[src/rtl/exe_pkg.sv]
// Shared encodings for the execute stage: instruction type codes, ALU ops
// and the link-register index.
package exe_pkg;

   localparam logic [4:0] T_ALU_RR = 5'b00110;
   localparam logic [4:0] T_ALU_RI = 5'b00111;
   localparam logic [4:0] T_ALU_R  = 5'b00100;
   localparam logic [4:0] T_LDI    = 5'b00101;
   localparam logic [4:0] T_BR     = 5'b01001;
   localparam logic [4:0] T_CALL   = 5'b10001;
   localparam logic [4:0] T_RET    = 5'b00000;

   typedef enum logic [2:0] {
      OP_ADD = 3'd0,
      OP_SUB = 3'd1,
      OP_AND = 3'd2,
      OP_OR  = 3'd3,
      OP_XOR = 3'd4,
      OP_NOT = 3'd5,
      OP_SHL = 3'd6,
      OP_SHR = 3'd7
   } alu_op_e;

   // CALL always links into the highest-numbered register.
   function automatic int link_idx(int reg_aw);
      return (1 << reg_aw) - 1;
   endfunction

endpackage

[src/rtl/exe_if.sv]
// Decode-side instruction handshake plus fetch-side result handshake of the
// execute stage; master is the environment, slave is the stage.
interface exe_if #(
   parameter int DATA_W = 16,
   parameter int REG_AW = 3,
   parameter int TYPE_W = 5
);
   logic              in_valid;
   logic              in_ready;
   logic [TYPE_W-1:0] instr_type;
   logic [2:0]        alu_op;
   logic [REG_AW-1:0] sr1;
   logic [REG_AW-1:0] sr2;
   logic [REG_AW-1:0] dr;
   logic [DATA_W-1:0] imm;
   logic [DATA_W-1:0] ip;
   logic              out_valid;
   logic              out_ready;
   logic [DATA_W-1:0] next_ip;
   logic              redirect;
   logic              illegal;
   logic [2:0]        nzp;
   logic              ras_ovf;
   logic              ras_unf;

   modport master (
      output in_valid, instr_type, alu_op, sr1, sr2, dr, imm, ip, out_ready,
      input  in_ready, out_valid, next_ip, redirect, illegal, nzp, ras_ovf, ras_unf
   );

   modport slave (
      input  in_valid, instr_type, alu_op, sr1, sr2, dr, imm, ip, out_ready,
      output in_ready, out_valid, next_ip, redirect, illegal, nzp, ras_ovf, ras_unf
   );
endinterface

[src/rtl/exe_regfile.sv]
// Register file: two combinational read ports, one synchronous write port,
// cleared by synchronous active-low reset.
module exe_regfile #(
   parameter int DATA_W = 16,
   parameter int REG_AW = 3
) (
   input  logic              clk,
   input  logic              rst_n,
   input  logic [REG_AW-1:0] ra1,
   input  logic [REG_AW-1:0] ra2,
   output logic [DATA_W-1:0] rd1,
   output logic [DATA_W-1:0] rd2,
   input  logic              we,
   input  logic [REG_AW-1:0] wa,
   input  logic [DATA_W-1:0] wd
);
   logic [DATA_W-1:0] regs [2**REG_AW];

   assign rd1 = regs[ra1];
   assign rd2 = regs[ra2];

   always_ff @(posedge clk) begin
      if (!rst_n) begin
         for (int i = 0; i < 2**REG_AW; i++) regs[i] <= '0;
      end else if (we) begin
         regs[wa] <= wd;
      end
   end
endmodule

[src/rtl/exe_stage_p.sv]
// Execute stage: ALU/branch/call/return with register file, NZP codes,
// circular return-address stack and a one-deep valid/ready output register.
module exe_stage_p
   import exe_pkg::*;
#(
   parameter int DATA_W    = 16,
   parameter int REG_AW    = 3,
   parameter int RAS_DEPTH = 4,
   parameter int TYPE_W    = 5
) (
   input logic   clk,
   input logic   rst_n,
   exe_if.slave  bus
);
   localparam logic [REG_AW-1:0] LINK = REG_AW'(link_idx(REG_AW));
   localparam int SH_W  = $clog2(DATA_W);
   localparam int PTR_W = (RAS_DEPTH > 1) ? $clog2(RAS_DEPTH) : 1;
   localparam int CNT_W = $clog2(RAS_DEPTH + 1);

   function automatic logic [DATA_W-1:0] alu(alu_op_e op, logic [DATA_W-1:0] a,
                                             logic [DATA_W-1:0] b);
      logic [DATA_W-1:0] r;
      case (op)
         OP_ADD:  r = a + b;
         OP_SUB:  r = a - b;
         OP_AND:  r = a & b;
         OP_OR:   r = a | b;
         OP_XOR:  r = a ^ b;
         OP_NOT:  r = ~a;
         OP_SHL:  r = a << b[SH_W-1:0];
         default: r = a >> b[SH_W-1:0];
      endcase
      return r;
   endfunction

   function automatic logic [2:0] nzp_of(logic [DATA_W-1:0] v);
      return {v[DATA_W-1], v == '0, !v[DATA_W-1] && (v != '0)};
   endfunction

   logic                     accept;
   logic [DATA_W-1:0]        rd1, rd2, alu_res, operand_b;
   logic signed [DATA_W-1:0] ip_inc_s, imm_s, tgt_s;
   logic [REG_AW-1:0]        ra2;
   logic                     is_ret, is_rr;

   logic [DATA_W-1:0]        nxt_ip, wd;
   logic                     nxt_redirect, nxt_illegal, we, nzp_we, push, pop, unf_set;
   logic [REG_AW-1:0]        wa;

   logic                     vld_p1, redirect_p1, illegal_p1;
   logic [DATA_W-1:0]        next_ip_p1;
   logic [2:0]               nzp_q;
   logic [DATA_W-1:0]        ras [RAS_DEPTH];
   logic [PTR_W-1:0]         sp, sp_inc, sp_dec;
   logic [CNT_W-1:0]         cnt;
   logic                     ovf_q, unf_q;

   assign accept      = bus.in_valid && bus.in_ready;
   assign bus.in_ready = !vld_p1 || bus.out_ready;

   assign is_ret    = (bus.instr_type == TYPE_W'(T_RET));
   assign is_rr     = (bus.instr_type == TYPE_W'(T_ALU_RR));
   // The second read port doubles as the link-register read for an empty-RAS return.
   assign ra2       = is_ret ? LINK : bus.sr2;
   assign operand_b = is_rr ? rd2 : bus.imm;
   assign alu_res   = alu(alu_op_e'(bus.alu_op), rd1, operand_b);

   assign ip_inc_s = signed'(bus.ip + DATA_W'(1));
   assign imm_s    = signed'(bus.imm);
   assign tgt_s    = ip_inc_s + imm_s;

   assign sp_inc = (sp == PTR_W'(RAS_DEPTH - 1)) ? '0 : sp + PTR_W'(1);
   assign sp_dec = (sp == '0) ? PTR_W'(RAS_DEPTH - 1) : sp - PTR_W'(1);

   exe_regfile #(.DATA_W(DATA_W), .REG_AW(REG_AW)) u_rf (
      .clk(clk), .rst_n(rst_n),
      .ra1(bus.sr1), .ra2(ra2), .rd1(rd1), .rd2(rd2),
      .we(we && accept), .wa(wa), .wd(wd)
   );

   // p0: decode and execute of the offered instruction
   always_comb begin
      nxt_ip       = ip_inc_s;
      nxt_redirect = 1'b0;
      nxt_illegal  = 1'b0;
      we           = 1'b0;
      wa           = bus.dr;
      wd           = alu_res;
      nzp_we       = 1'b0;
      push         = 1'b0;
      pop          = 1'b0;
      unf_set      = 1'b0;
      case (bus.instr_type)
         TYPE_W'(T_ALU_RR), TYPE_W'(T_ALU_RI), TYPE_W'(T_ALU_R): begin
            we     = 1'b1;
            nzp_we = 1'b1;
         end
         TYPE_W'(T_LDI): begin
            we     = 1'b1;
            nzp_we = 1'b1;
            wd     = bus.imm;
         end
         TYPE_W'(T_BR): begin
            if ((bus.dr[2:0] & nzp_q) != 3'b000) begin
               nxt_ip       = tgt_s;
               nxt_redirect = 1'b1;
            end
         end
         TYPE_W'(T_CALL): begin
            we           = 1'b1;
            wa           = LINK;
            wd           = ip_inc_s;
            push         = 1'b1;
            nxt_ip       = tgt_s;
            nxt_redirect = 1'b1;
         end
         TYPE_W'(T_RET): begin
            nxt_redirect = 1'b1;
            if (cnt != '0) begin
               pop    = 1'b1;
               nxt_ip = ras[sp_dec];
            end else begin
               unf_set = 1'b1;
               nxt_ip  = rd2;
            end
         end
         default: nxt_illegal = 1'b1;
      endcase
   end

   // p1: result register and architectural state updated on the accept edge
   always_ff @(posedge clk) begin
      if (!rst_n) begin
         vld_p1      <= 1'b0;
         next_ip_p1  <= '0;
         redirect_p1 <= 1'b0;
         illegal_p1  <= 1'b0;
         nzp_q       <= 3'b010;
         sp          <= '0;
         cnt         <= '0;
         ovf_q       <= 1'b0;
         unf_q       <= 1'b0;
      end else if (accept) begin
         vld_p1      <= 1'b1;
         next_ip_p1  <= nxt_ip;
         redirect_p1 <= nxt_redirect;
         illegal_p1  <= nxt_illegal;
         if (nzp_we) nzp_q <= nzp_of(wd);
         if (unf_set) unf_q <= 1'b1;
         if (push) begin
            sp <= sp_inc;
            if (cnt == CNT_W'(RAS_DEPTH)) ovf_q <= 1'b1;
            else cnt <= cnt + CNT_W'(1);
         end
         if (pop) begin
            sp  <= sp_dec;
            cnt <= cnt - CNT_W'(1);
         end
      end else if (bus.out_ready) begin
         vld_p1 <= 1'b0;
      end
   end

   // Stack contents need no reset: the occupancy count decides what is live.
   always_ff @(posedge clk) begin
      if (accept && push) ras[sp] <= ip_inc_s;
   end

   assign bus.out_valid = vld_p1;
   assign bus.next_ip   = next_ip_p1;
   assign bus.redirect  = redirect_p1;
   assign bus.illegal   = illegal_p1;
   assign bus.nzp       = nzp_q;
   assign bus.ras_ovf   = ovf_q;
   assign bus.ras_unf   = unf_q;
endmodule
[src/flat_wrapper.sv]
// flat-port wrapper written by rule: the top's interface ports become plain ports
module exe_stage_p_flat import exe_pkg::*;
#(
   parameter int DATA_W    = 16,
   parameter int REG_AW    = 3,
   parameter int RAS_DEPTH = 4,
   parameter int TYPE_W    = 5
)
  (clk, rst_n, bus_in_valid, bus_instr_type, bus_alu_op, bus_sr1, bus_sr2, bus_dr, bus_imm, bus_ip, bus_out_ready, bus_in_ready, bus_out_valid, bus_next_ip, bus_redirect, bus_illegal, bus_nzp, bus_ras_ovf, bus_ras_unf);
  exe_if #(.DATA_W(DATA_W), .REG_AW(REG_AW), .TYPE_W(TYPE_W)) bus_i ();
  input logic clk;
  input logic rst_n;
  input wire logic [$bits(bus_i.in_valid)-1:0] bus_in_valid;
  input wire logic [$bits(bus_i.instr_type)-1:0] bus_instr_type;
  input wire logic [$bits(bus_i.alu_op)-1:0] bus_alu_op;
  input wire logic [$bits(bus_i.sr1)-1:0] bus_sr1;
  input wire logic [$bits(bus_i.sr2)-1:0] bus_sr2;
  input wire logic [$bits(bus_i.dr)-1:0] bus_dr;
  input wire logic [$bits(bus_i.imm)-1:0] bus_imm;
  input wire logic [$bits(bus_i.ip)-1:0] bus_ip;
  input wire logic [$bits(bus_i.out_ready)-1:0] bus_out_ready;
  output wire logic [$bits(bus_i.in_ready)-1:0] bus_in_ready;
  output wire logic [$bits(bus_i.out_valid)-1:0] bus_out_valid;
  output wire logic [$bits(bus_i.next_ip)-1:0] bus_next_ip;
  output wire logic [$bits(bus_i.redirect)-1:0] bus_redirect;
  output wire logic [$bits(bus_i.illegal)-1:0] bus_illegal;
  output wire logic [$bits(bus_i.nzp)-1:0] bus_nzp;
  output wire logic [$bits(bus_i.ras_ovf)-1:0] bus_ras_ovf;
  output wire logic [$bits(bus_i.ras_unf)-1:0] bus_ras_unf;
  assign bus_i.in_valid = bus_in_valid;
  assign bus_i.instr_type = bus_instr_type;
  assign bus_i.alu_op = bus_alu_op;
  assign bus_i.sr1 = bus_sr1;
  assign bus_i.sr2 = bus_sr2;
  assign bus_i.dr = bus_dr;
  assign bus_i.imm = bus_imm;
  assign bus_i.ip = bus_ip;
  assign bus_i.out_ready = bus_out_ready;
  assign bus_in_ready = bus_i.in_ready;
  assign bus_out_valid = bus_i.out_valid;
  assign bus_next_ip = bus_i.next_ip;
  assign bus_redirect = bus_i.redirect;
  assign bus_illegal = bus_i.illegal;
  assign bus_nzp = bus_i.nzp;
  assign bus_ras_ovf = bus_i.ras_ovf;
  assign bus_ras_unf = bus_i.ras_unf;
  exe_stage_p #(.DATA_W(DATA_W), .REG_AW(REG_AW), .RAS_DEPTH(RAS_DEPTH), .TYPE_W(TYPE_W)) u_core (.clk(clk), .rst_n(rst_n), .bus(bus_i));
endmodule
[config.mk]
export PLATFORM = sky130hd
export DESIGN_NAME = exe_stage_p_flat
export DESIGN_NICKNAME = d
export VERILOG_FILES = /design/src/rtl/exe_pkg.sv /design/src/rtl/exe_if.sv /design/src/rtl/exe_regfile.sv /design/src/rtl/exe_stage_p.sv /design/src/flat_wrapper.sv
export SDC_FILE = /design/constraint.sdc
export NUM_CORES = 1
export LEC_CHECK = 0
export CAP_MARGIN = 10
export CORE_ASPECT_RATIO = 1.75
export CORE_MARGIN = 5
export CORE_UTILIZATION = 50
export CTS_BUF_LIST = sky130_fd_sc_hd__clkbuf_8
export CTS_CLUSTER_SIZE = 30
export DETAILED_ROUTE_END_ITERATION = 8
export GPL_ROUTABILITY_DRIVEN = 1
export MAX_ROUTING_LAYER = met4
export PLACE_DENSITY = 0.71
export SLEW_MARGIN = 40
export SYNTH_ARGS = -nofsm -noshare
export SYNTH_HDL_FRONTEND = slang
export SYNTH_SLANG_ARGS = --single-unit
[constraint.sdc]
create_clock -name clk -period 5.5 [get_ports clk]
set_clock_uncertainty 0.05 [all_clocks]
set_input_delay 0.825 -clock clk [delete_from_list [all_inputs] [get_ports clk]]
set_output_delay 0.825 -clock clk [all_outputs]
set_load 0.005 [all_outputs]
==> results.md <==
Status:
- The flow ran to the end, and the final reports show no timing, DRC or antenna violations.

Placement:
- The wire-length estimate of the detail-placed layout is between 50000 and 60000 µm.
- The number of cells in the design after placement is approximately 2.3k.
- OpenSTA, run right after detailed placement, puts the worst setup slack at -0.7721 ns.
- The count of buffers from port buffering is 77.
- After detailed placement, the total cell area comes to between 0.015 and 0.02 mm².
- The congestion estimate from routability-driven global placement came to roughly 1.1.

Yosys:
- Of the total synthesized cell area, the portion taken by XOR and XNOR cells is slightly above 3%.
- Yosys mapped a number of flops with a built-in enable equal to 192.
- The count of distinct cell types in the synthesized netlist is 100.
- The proportion of synthesized area in mux cells is 13.39%.
- Counting flops with an async set or reset pin after synthesis yields a share of 0%.
- Dividing the synthesized area by the synthesized cell count gives 9.966 µm².
- The gate count of the mapped netlist is approximately 1.6k.
- The most used flip-flop cell after synthesis is edfxtp_1.
- The number of warning messages in the yosys log is 0.
- The net count after synthesis is around 1.7k.
- The complex-gate fraction of the synthesized area is a little under a fifth.
- The synthesized flop and latch total is ~220.
- The cell area that synthesis handed to floorplanning was 0.01608 mm².
- Summing the sequential cell areas from Yosys gives 39.48% of the chip area.
- Summing the areas of all and, or, nand and nor instances in the mapped netlist gives between 10% and 20% of the synthesized area.
- The synthesized netlist devotes under 10% of its cell area to adder and majority cells.
- The combinational family with the most area after synthesis is compound AO/OA/AOI/OAI gates.

STA:
- The total count of max-transition violations in the final report is 0.
- The minimum clock period after layout is approximately 5.4 ns.
- The fraction of the cycle the final worst path needs is a little over nine tenths.
- The transition time at the pin with the least slew margin is 0.8572 ns.
- The achievable clock frequency is 186.5 MHz.
- The number of endpoints with negative hold slack in the final report was 0.
- Setup violations remaining at the end of the flow were counted as 0.
- The worst pin sits at a relative slew slack of between 40% and 50%.
- Setup slack closes at about 0.14 ns.

Global route:
- The first global-routing pass estimated between 100000 and 150000 µm of wire.
- The via count of the first global-routing pass is between 15k and 20k.
- The number of antenna violations at the first check in global routing is 1.
- The maximum number of pins on one net before global-route repair is between 40 and 50.
- The remaining global-route overflow is 0.
- The total global routing track utilization is about two fifths.

Routing:
- For this run, the detailed router's first-pass iteration total came to 8.
- Once detail routing completed, the nets flagged for antenna violations numbered 0.
- The residual DRC count is 0.
- The detailed-route vias per instance is approximately 6.6.
- Wires add up to a little under 70000 µm.
- The routed length per placed instance is roughly 30 µm.
- The total via count after detailed routing is roughly 15k.
- After the first detailed-routing iteration, the DRC count stood at 1601.

Setup path:
- The reg-to-reg startpoint is u_core.u_rf.regs[3][0].
- The worst register-to-register path ends at u_core.bus.nzp[1].
- STA classifies the critical path endpoint as a flip-flop.
- The register-to-register setup slack is about 0.25 ns.
- The data required time of the critical path is ~5.9 ns.
- Of all nets on the critical path, the largest fanout is 6.
- STA classifies the critical path startpoint as an input port.
- The peak per-stage delay on the critical path is a little under 0.6 ns.
- The critical path goes through buf_2, mux2_2, mux4_2, o211a_4, nor2_4, nand2_1, nor3_4, a21oi_2, xnor2_1, ha_1, a21o_1, a21o_1, nand4b_1, buf_4, a41oi_4, o211ai_1, xnor2_1, nor2_2, o32ai_4, nand3_1, nor4_2, buf_4, a311o_1.
- The most critical setup path has its startpoint at bus_sr2[2].
- The critical path buffer and inverter count is 3.
- The critical path in this run is classified as input port to flip-flop.
- The worst register-to-register path has a depth of 22.
- The kind of cell with the highest combined delay along the critical path is compound AO/OA/AOI/OAI gates.
- Data on the critical path arrives at its endpoint at slightly below 6 ns.
- The cell with the largest stage delay on the worst path is mux4_2.

Clock network:
- The clock latency at the later pin of the worst-skew pair is 0.57 ns.
- The tree built by TritonCTS fans out to around 220 sinks.
- The TritonCTS clock tree is done.
- The clock passes through at most 3 buffers.
- The CTS H-tree depth is 2.
- The CTS root buffer is clkbuf_8.
- After clock tree synthesis, the clock-pin slew on the worst setup and hold paths is 0.06 ns.
- After clock tree synthesis, the flow added hold-fix buffers numbering 0.
- Buffers inserted during clock tree synthesis total 34.

Pwr:
- The worst vdd rail ir drop is 0.0002942 V.
- The logic gate share of total power is roughly 33%.
- The switching fraction of total power is 33.52%.
- The cell leakage power is 7.936 nW.
- For this design the total switching power over the nets is about 1.6 mW.
- The clock network accounts for between 20 and 30% of the total power.
- The sequential fraction of design power is a little under 40%.
- The internal power summed over all cells is between 3 and 4 mW.
- The power density over cell area is between 200 and 250 mW/mm².

Worst hold path:
- The cell count of the worst hold path is 2.
- The worst hold path begins at u_core.bus.redirect.
- The destination of the worst hold path is u_core.bus.redirect.
- The worst hold path belongs to the class flip-flop to flip-flop.

Final layout:
- The ratio of cells with drive above 1 in the final layout is about a quarter.
- The final standard cell utilization of the core is between 60% and 70%.
- From synthesis to final layout, the design area changed by 25.08%.
- The count of non-filler cells in the finished layout is between 2k and 2.5k.
- The design area is 0.02011 mm².
- The final-stage net count is roughly 2.0k.

Floorplanning:
- The die covers about 0.036 mm².
- The core region is between 0.03 and 0.04 mm².
- Once the floorplan was initialized, standard cells occupied about 50% of the core.
- In this run the horizontal extent of the chip is 145.5 µm.
- Row generation in the floorplan step produced 87 rows.
- The number of placed I/O pins is just under 80.
- Measured along the y axis, the die boundary spans approximately 250 µm.

Job:
- Max-cap violations in this run came to 0.
## layout make-up
type	count	area, µm²
Fill cell	2656	11900
Antenna cell	1	2.502
Clock inverter	25	186.4
Clock buffer	35	481.7
Multi-Input combinational cell	1208	9265
Inverter	82	315.3
Tap cell	400	500.5
Timing Repair Buffer	357	3009
Sequential cell	221	6346
## cell families after synthesis
kind of cell | count (synthesis)
AO/OA/AOI/OAI | 419
XOR/XNOR | 56
adder cells (fa/ha/maj) | 75
buffers and inverters | 184
flip-flops | 221
multiplexers | 150
AND/OR/NAND/NOR | 508
## through the flow
step                power, mW  setup TNS, ns  hold slack (ns)
floorplan               2.720              0           0.4027
global placement        3.434         -32.17           0.3991
detailed placement      3.445         -36.74           0.4150
CTS                     4.808              0           0.4228
global route            5.065       -0.07385           0.4386
finish                  4.899              0           0.4319
## worst max path at each step
stage                              endpoint  slack [ns]  cells past startpoint
after detailed placement  u_core.bus.nzp[0]       -0.77                     23
after floorplan           u_core.bus.nzp[1]       0.009                     25
after global routing      u_core.bus.nzp[0]       -0.04                     23
after global placement    u_core.bus.nzp[0]       -0.65                     23
final                     u_core.bus.nzp[1]        0.14                     23
after CTS                 u_core.bus.nzp[1]       0.008                     25
## metal layers
metal	wire length [µm]	GRT usage, %	part of all wire (%)
met1	23180	40.69	34
met2	34260	65.16	50
met3	5106	5.592	7.4
met4	6627	28.34	9.6
met5	0	-	0
## power groups by stage
stage               clock [mW]  sequential [mW]  combinational (mW)
CTS                       1.39             1.90                1.52
global placement             0             1.93                1.50
detailed placement           0             1.94                1.51
floorplan                    0             1.92               0.797
finish                    1.38             1.91                1.62
global route              1.46             1.91                1.70
## worst min-delay path: cells and delay by family (launching register included)
kind / cells / cell delay, ns
and+or+nand+nor: 1 / 0.06
DFF: 1 / 0.32
AOI/OAI and AO/OA: 1 / 0.06
## state kept, by name (all words and copies together) (netlist names)
register	count
u_core.bus.illegal	1
u_core.bus.next_ip	16
u_core.bus.nzp	3
u_core.bus.out_valid	1
u_core.bus.ras_ovf	1
u_core.bus.ras_unf	1
u_core.bus.redirect	1
u_core.cnt	3
u_core.ras	64
u_core.sp	2
u_core.u_rf.regs	128
## placed cells by master (no fill, tap or decap), types with 8 or more instances in the layout
cell type,netlist,routed
a22oi_1,14,14
nor2_2,3,8
buf_4,4,265
xor2_1,15,14
nor2_1,207,200
xnor2_1,41,38
edfxtp_1,192,192
mux2_2,30,29
buf_12,0,12
ha_1,72,70
clkdlybuf4s50_1,0,67
nand3_1,25,24
mux4_2,48,48
o31ai_1,11,8
and3_1,16,12
a221oi_1,22,20
a21o_1,24,24
o211ai_1,33,33
nor2b_1,14,14
clkbuf_8,0,35
inv_1,76,86
dfxtp_1,29,29
nand2b_1,9,9
a21oi_1,83,78
nand4_1,18,18
o21ai_0,58,55
nand2_1,124,116
o22ai_1,26,25
a211oi_1,21,19
mux2i_1,69,69
nor3_1,36,33
a31oi_1,22,21
a222oi_1,9,9
o221ai_1,12,11
and2_1,8,8
## cells in the mapped netlist, types with 11 or more instances
cell type | n | share of area [%]
nor2b_1 | 14 | 0.54
a22oi_1 | 14 | 0.65
a21oi_1 | 83 | 2.6
o221ai_1 | 12 | 0.65
a21o_1 | 24 | 1.1
a31oi_1 | 22 | 0.86
nor2_1 | 207 | 4.8
xnor2_1 | 41 | 2.2
nand2_1 | 124 | 2.9
ha_1 | 72 | 5.6
o211ai_1 | 33 | 1.5
inv_1 | 76 | 1.8
o22ai_1 | 26 | 1.0
buf_2 | 32 | 1.0
nor3_1 | 36 | 1.1
nand4_1 | 18 | 0.70
mux4_2 | 48 | 6.7
and3_1 | 16 | 0.62
a211oi_1 | 21 | 0.98
xor2_1 | 15 | 0.82
mux2i_1 | 69 | 4.3
o21ai_0 | 58 | 1.8
dfxtp_1 | 29 | 3.6
clkbuf_1 | 53 | 1.2
nand3_1 | 25 | 0.78
edfxtp_1 | 192 | 36
o31ai_1 | 11 | 0.51
mux2_2 | 30 | 2.1
a221oi_1 | 22 | 1.2
## what timing repair did
action	CTS	global route
setup buffers	0	11
endpoints found under the setup margin	18	64
pin swaps	3	36
resized for setup	7	61
Note: power is estimated with default switching activity, not from simulation.
